--- src/rtl/usb_device.sv ---
// usb_device: receive-only USB full-speed-style front end.
//   Synchronises D+/D-, decodes line state, recovers bit timing, detects SYNC,
//   NRZI-decodes, strips stuffed bits and assembles bytes LSB-first.
// Ports:
//   clk      - system clock, rising edge
//   rst      - asynchronous active-high reset
//   usb_dp   - D+ line (asynchronous to clk)
//   usb_dm   - D- line (asynchronous to clk)
//   usb_en   - one-clk strobe per completed byte
//   data_out - last completed byte, held until the next one
module usb_device #(
    parameter int unsigned CLKS_PER_BIT   = 1,
    parameter int unsigned SYNC_MIN_ZEROS = 3
) (
    input  logic       clk,
    input  logic       rst,
    input  logic       usb_dp,
    input  logic       usb_dm,
    output logic       usb_en,
    output logic [7:0] data_out
);

    localparam int unsigned PW = (CLKS_PER_BIT > 1) ? $clog2(CLKS_PER_BIT) : 1;
    localparam int unsigned ZW = (SYNC_MIN_ZEROS > 0) ? $clog2(SYNC_MIN_ZEROS + 1) : 1;
    localparam logic [PW-1:0] HalfBit   = PW'(CLKS_PER_BIT / 2);
    localparam logic [PW-1:0] LastPhase = PW'(CLKS_PER_BIT - 1);
    localparam logic [ZW-1:0] ZeroMin   = ZW'(SYNC_MIN_ZEROS);

    localparam logic [1:0] LsJ   = 2'b10;
    localparam logic [1:0] LsK   = 2'b01;
    localparam logic [1:0] LsSe0 = 2'b00;
    localparam logic [1:0] LsSe1 = 2'b11;

    typedef enum logic [1:0] {StIdle, StSync, StData, StEop} state_e;

    logic          dp_meta_q, dp_sync_q, dm_meta_q, dm_sync_q;
    logic [1:0]    prev_ls_q;
    logic [PW-1:0] phase_q, phase_d;
    logic [1:0]    last_jk_q, last_jk_d;
    state_e        state_q, state_d;
    logic [ZW-1:0] zero_cnt_q, zero_cnt_d;
    logic [2:0]    bit_cnt_q, bit_cnt_d;
    logic [2:0]    ones_cnt_q, ones_cnt_d;
    logic [7:0]    shift_q, shift_d;
    logic [7:0]    data_out_q, data_out_d;
    logic          usb_en_q, usb_en_d;

    logic [1:0] ls;
    logic       sample;
    logic       is_jk;
    logic       nrzi_bit;

    assign ls       = {dp_sync_q, dm_sync_q};
    assign is_jk    = (ls == LsJ) || (ls == LsK);
    assign nrzi_bit = (ls == last_jk_q);
    assign usb_en   = usb_en_q;
    assign data_out = data_out_q;

    // Phase restarts on any line change so the sample point re-centres on every edge.
    always_comb begin
        if (ls != prev_ls_q) begin
            phase_d = '0;
        end else if (phase_q == LastPhase) begin
            phase_d = '0;
        end else begin
            phase_d = phase_q + 1'b1;
        end
        sample = (phase_d == HalfBit);
    end

    always_comb begin
        state_d    = state_q;
        last_jk_d  = last_jk_q;
        zero_cnt_d = zero_cnt_q;
        bit_cnt_d  = bit_cnt_q;
        ones_cnt_d = ones_cnt_q;
        shift_d    = shift_q;
        data_out_d = data_out_q;
        usb_en_d   = 1'b0;

        if (sample) begin
            if (is_jk) begin
                last_jk_d = ls;
            end
            case (state_q)
                StIdle: begin
                    if (ls == LsK) begin
                        state_d    = StSync;
                        zero_cnt_d = ZW'(1);
                    end
                end
                StSync: begin
                    if (!is_jk) begin
                        state_d = StIdle;
                    end else if (!nrzi_bit) begin
                        // Saturate: only reaching the minimum matters.
                        if (zero_cnt_q < ZeroMin) begin
                            zero_cnt_d = zero_cnt_q + 1'b1;
                        end
                    end else if (zero_cnt_q >= ZeroMin) begin
                        state_d    = StData;
                        bit_cnt_d  = 3'd0;
                        ones_cnt_d = 3'd0;
                    end else begin
                        state_d = StIdle;
                    end
                end
                StData: begin
                    if (ls == LsSe0) begin
                        state_d = StEop;
                    end else if (ls == LsSe1) begin
                        state_d = StIdle;
                    end else if (ones_cnt_q == 3'd6) begin
                        // Stuffed bit: never shifted, never counted.
                        if (nrzi_bit) begin
                            state_d = StIdle;
                        end else begin
                            ones_cnt_d = 3'd0;
                        end
                    end else begin
                        shift_d    = {nrzi_bit, shift_q[7:1]};
                        ones_cnt_d = nrzi_bit ? ones_cnt_q + 3'd1 : 3'd0;
                        bit_cnt_d  = bit_cnt_q + 3'd1;
                        if (bit_cnt_q == 3'd7) begin
                            usb_en_d   = 1'b1;
                            data_out_d = {nrzi_bit, shift_q[7:1]};
                        end
                    end
                end
                StEop: begin
                    if (ls != LsSe0) begin
                        state_d = StIdle;
                    end
                end
                default: state_d = StIdle;
            endcase
        end
    end

    always_ff @(posedge clk or posedge rst) begin
        if (rst) begin
            dp_meta_q  <= 1'b1;
            dp_sync_q  <= 1'b1;
            dm_meta_q  <= 1'b0;
            dm_sync_q  <= 1'b0;
            prev_ls_q  <= LsJ;
            phase_q    <= '0;
            last_jk_q  <= LsJ;
            state_q    <= StIdle;
            zero_cnt_q <= '0;
            bit_cnt_q  <= 3'd0;
            ones_cnt_q <= 3'd0;
            shift_q    <= 8'h00;
            data_out_q <= 8'h00;
            usb_en_q   <= 1'b0;
        end else begin
            dp_meta_q  <= usb_dp;
            dp_sync_q  <= dp_meta_q;
            dm_meta_q  <= usb_dm;
            dm_sync_q  <= dm_meta_q;
            prev_ls_q  <= ls;
            phase_q    <= phase_d;
            last_jk_q  <= last_jk_d;
            state_q    <= state_d;
            zero_cnt_q <= zero_cnt_d;
            bit_cnt_q  <= bit_cnt_d;
            ones_cnt_q <= ones_cnt_d;
            shift_q    <= shift_d;
            data_out_q <= data_out_d;
            usb_en_q   <= usb_en_d;
        end
    end

endmodule

--- config.mk ---
export PLATFORM = sky130hd
export DESIGN_NAME = usb_device
export DESIGN_NICKNAME = d
export VERILOG_FILES = /design/src/rtl/usb_device.sv
export SDC_FILE = /design/constraint.sdc
export NUM_CORES = 1
export LEC_CHECK = 0
export BUFFER_PORTS_ARGS = -buffer_cell sky130_fd_sc_hd__buf_2
export CORE_UTILIZATION = 35
export CTS_BUF_LIST = sky130_fd_sc_hd__clkbuf_16
export CTS_CLUSTER_SIZE = 10
export DETAILED_ROUTE_END_ITERATION = 6
export GPL_ROUTABILITY_DRIVEN = 0
export SLEW_MARGIN = 20
export SYNTH_ARGS = -nofsm -noshare
export SYNTH_HDL_FRONTEND = slang
export SYNTH_SLANG_ARGS = --single-unit
--- constraint.sdc ---
create_clock -name clk -period 2.8 [get_ports clk]
set_clock_uncertainty 0.1 [all_clocks]
set_input_delay 0.28 -clock clk [delete_from_list [all_inputs] [get_ports clk]]
set_output_delay 0.28 -clock clk [all_outputs]
set_load 0.03 [all_outputs]
# Word level (Yosys, flattened, before mapping)
# Cells that the tools add are included.
# Widths: inputs -> output; s select.
[word_totals]
regBits = 36
latch_bits = 0
ram_bits = 0
rom_bits = 0
output_inout_bits = 9
elab_cells = 96
mem_count = 0
[op_classes]
add_sub_neg = 4
n_mul = 0
div = 0
magnitude_cmp = 2
eq_ne = 24
shift = 0
n_mux = 35
n_bitwise = 4
n_reduce_logical = 13
[op_table]
columns = ["operator", "count"]
rows = [
  ["$mux 3", 11],
  ["$mux 2", 12],
  ["$ne 2x2->1 const B", 10],
  ["$reduce_and 6->1", 3],
  ["$reduce_and 8->1", 2],
  ["$pmux 3 s2", 2],
  ["$eq 2x2->1 const B", 4],
  ["$mux 1", 8],
  ["$ne 4x4->1 const B", 2],
  ["$pmux 2 s4", 1],
  ["$add 3x1->3 const B", 2],
  ["$eq 3x3->1 const B", 2],
  ["$ne 3x3->1 const B", 2],
  ["$reduce_bool 2->1", 3],
  ["$reduce_and 5->1", 1],
  ["$eq 2x1->1 const B", 2],
  ["$logic_not 2->1", 2],
  ["$not 1->1", 4],
  ["$pmux 2 s2", 1],
  ["$add 2x1->2 const B", 1],
  ["$eq 2x2->1", 1],
  ["$ge 2x2->1 const B", 1],
  ["$lt 2x2->1 const B", 1],
  ["$ne 2x2->1", 1],
  ["3 further kinds", 3],
]

# Depth between registers and ports, before layout
[logic_depth]
depth_word = 7
depth_mapped = 6
mapped_depth_nobuf = 6

# Worst setup path after synthesis
# Ideal clock, no wire load.
[synth_path]
kind = "register -> register"
from = "reg dp_sync_q"
to = "reg bit_cnt_q[0]"
arrival_time_ns = 1.843
required_ns = 2.575
slack_ns = 0.732
stages_incl_launch_ff = 7
n_path_buf = 0
period_less_slack_ns = 2.068
cell_sequence = "dfstp_2 inv_1 ha_1 and4b_4 and3_4 a21o_4 mux2_4"
[synth_between]
elab_chain_len = 4
[synth_rtl]
columns = ["item", "line_no", "rtl"]
rows = [
  ["start, declared", "36", "logic dp_meta_q, dp_sync_q, dm_meta_q, dm_sync_q;"],
  ["start signal, assigned", "158", "dp_sync_q <= dp_meta_q;"],
  ["$eq 2x2->1 (tied with other cells)", "54", "assign is_jk = (ls == LsJ) || (ls == LsK);"],
  ["$logic_or 1x1->1 or $mux 1 (tied branches)", "54, 61", ""],
  ["$ne 2x2->1 (no line) or $not 1->1 (tied branches)", "--", ""],
  ["$reduce_and 8->1 (no line) (*)", "--", ""],
  ["end signal, assigned", "166", "bit_cnt_q <= bit_cnt_d;"],
  ["end, declared", "42", "logic [2:0] bit_cnt_q, bit_cnt_d;"],
]
# Every way passes the cells marked *; elsewhere a longest branch is shown, timed or not.
# A chain may end at the register's enable or synchronous reset.

# Final worst setup path
[layout_path]
from = "reg dp_sync_q"
to = "reg ones_cnt_q[2]"
[layout_between]
elab_chain_len = 6
[layout_rtl]
columns = ["item", "line_no", "rtl"]
rows = [
  ["$eq 2x2->1", "55", "assign nrzi_bit = (ls == last_jk_q);"],
  ["$mux 3", "122", "ones_cnt_d = nrzi_bit ? ones_cnt_q + 3'd1 : 3'd0;"],
  ["$mux 3", "113", "end else if (ones_cnt_q == 3'd6) begin"],
  ["$mux 3", "111", "end else if (ls == LsSe1) begin"],
  ["$mux 3", "109", "if (ls == LsSe0) begin"],
  ["$pmux 3 s2", "85", "case (state_q)"],
  ["end signal, assigned", "167", "ones_cnt_q <= ones_cnt_d;"],
  ["end, declared", "43", "logic [2:0] ones_cnt_q, ones_cnt_d;"],
]
# Several ways; a longest one is shown, not always the timed one. The select of a mux whose other input is x is not followed.

==> results.toml <==
[global_routing]
grt_max_degree = 33
grt_use_total_pct = 12.51
grt_pass1_wl_um = 4698
grt_antenna_before_repair = 0
overflow = 0
grt_pass1_vias = 988

[final_layout]
drive_above_1_share_pct = 37.86
final_cell_mix = "dfrtp_1, mux2_2, buf_2"
fillers = 404
syn_to_final_growth_pct = 18.97
multi_input_area_um2 = 728.2
final_common_cell = "dfrtp_1"
design_area_um2 = 1883
regArea_um2 = 804.5
nNetsFinal = 152
antenna_cells = 0

[clock_network]
cts.sinks = 32
root_buffer = "clkbuf_16"
cts_max_path_buffers = 2
ctsResizeCount = 0
cts.reportedPaths.clkPinSlew_ns = 0.05
cts-hold-fix-buffers = 2
post_cts_buffers = 0
htreeDepth = 2
insertion_delay_ns = 0.27
numCtsBuffers = 5
cts_tree = "done"

[synth]
ys_seq_area_share_pct = 50.83
synthCells = 119
avgSynthCellArea_um2 = 13.30
synth_nets = 132
syn_area_um2 = 1583
synth-main-ff-cell = "dfrtp_1"
synth_cell_types = 42
synth_edf_count = 0
async_flop_share_pct = 100.0
ys_ff_latch = 32
ys_warn_count = 0

[sta]
final-hold-violation-count = 0
slew_headroom_pct = 58.21
fin_setup_tns_ns = 0
grt_setup_unrepaired = "false"
worst_pin_slew_ns = 0.6256
fin_ws_ns = 0.6162
final_max_slew_viol_count = 0
period_share_pct = 77.99
period_needed_ns = 2.184
setup-violations-final = 0
fmax_mhz = 457.9

[place]
hpwl_um = 1960
placed_area_um2 = 1699
dp_slack_ns = 0.6221
portBuffers = 12

[critical_path]
arrival_ns = 2.23
cp_max_fo = 6
cp_top_family = "flip-flops"
path_cells = "inv_1 > ha_1 > and4b_4 > and3_4 > a21oi_2 > a221o_1"
cp_num_cells = 6
reg2reg_depth = 6
cp_slowest_cell = "dfstp_2"
slowest_delay_ns = 0.57
start_kind = "flop"
crit_buf_inv = 1
path_class = "reg -> reg"
cp_data_required_time_ns = 2.85
endpoint_kind = "flop"

[drt]
dr.first_iter.drc_count = 17
vias = 967
via_per_inst = 5.036
postRouteAntennaNets = 0
wirelength_um = 2673
wl_per_cell_um = 13.92
dr.pass1.iters = 4
drc_errors = 0

[run]
drv_cap = 0

[floorplanning]
die_h_um = 69.25
design.core.area_um2 = 4354
ioPinCount = 13
rows = 24
start_util_pct = 36.35
die_area_um2 = 4795
dieWidth_um = 69.25

[outcome]
status = "complete, no violations"

[min_path]
whs_path_depth = 1
hold_path.class = "in -> reg"

[power_and_ir_drop]
power_density_nw_per_um2 = 755.8
peakVddDrop_mv = 0.4306
leakage_nw = 0.9269
==> per-layer routing <==
layer / global-route usage (%) / routed length, um
met3: 4.797 / 94
met4: 3.401 / 10
met5: 0 / 0
met1: 16.05 / 1253
met2: 19.74 / 1314
==> cell type report <==
| type | count | area share (%) |
|---|---|---|
| clock buffer | 5 | 6.645 |
| clock inverter | 3 | 2.060 |
| inverter | 9 | 1.794 |
| multi-input combinational | 76 | 38.67 |
| sequential | 32 | 42.72 |
| tap | 52 | 3.455 |
| timing repair buffer | 15 | 4.651 |
==> cells in the mapped netlist, drive strengths merged, types with 2 or more instances <==
library cell,count,area (um2)
dfrtp,29,725.7
mux2,18,206.4
ha,9,112.6
inv,9,33.78
mux2i,5,50.05
nand2,5,21.27
nor2,4,15.01
dfstp,3,78.83
a21o,2,22.52
a21oi,2,13.76
a221o,2,21.27
a31oi,2,12.51
and3,2,17.52
buf,2,16.26
nand3,2,15.01
nor2b,2,12.51
nor3,2,10.01
o21ai,2,10.00
xnor2,2,17.52
xor2,2,17.52
==> final timing paths <==
kind,slack [ns],end,from
max,0.62,ones_cnt_q[2]$_DFFE_PP0P_,dp_sync_q$_DFF_PP1_
min,0.02,dm_meta_q$_DFF_PP0_,usb_dm
max reg2reg,0.62,ones_cnt_q[2]$_DFFE_PP0P_,dp_sync_q$_DFF_PP1_
min reg2reg,0.25,dm_sync_q$_DFF_PP0_,dm_meta_q$_DFF_PP0_
max in group asynchronous,1.76,dp_meta_q$_DFF_PP1_,rst
min in group asynchronous,0.53,zero_cnt_q[0]$_DFFE_PP0P_,rst
==> metrics by stage <==
stage               util [%]  total power [W]  hold WS, ns  instances
CTS                    43.25         0.001443      0.01378        192
finish                 43.25         0.001423      0.01699        192
floorplan                  -        0.0007902       0.1845        119
detailed placement     39.02        0.0008360       0.2450        182
global route           43.25         0.001505     0.006510        192
global placement       39.02        0.0008174       0.2382        182
==> cells by family after synthesis <==
group / share of synthesized area, %
flops: 50.83
simple gates: 12.25
mux: 16.21
compound gates: 8.220
buf+inv: 3.162
fa+ha+maj: 7.115
xor+xnor: 2.214
==> worst reg2reg max path, cell delays in order, from the launching register on <==
cell and delay (ns):
dfstp_2 0.57, inv_1 0.09, ha_1 0.40, and4b_4 0.28, and3_4 0.21, a21oi_2 0.05
a221o_1 0.37
==> power by group <==
group	switching [W]	internal [W]
logic	0.000128	0.000128
clock network	0.000180	0.000414
registers	0.0000631	0.000511
==> registers in the layout, indices dropped and copies added (netlist names) <==
name        cells
last_jk_q       2
ones_cnt_q      3
dp_sync_q       1
zero_cnt_q      2
dm_sync_q       1
dp_meta_q       1
data_out        8
usb_en          1
shift_q         7
state_q         2
dm_meta_q       1
bit_cnt_q       3
Note: power is estimated with default switching activity, not from simulation.
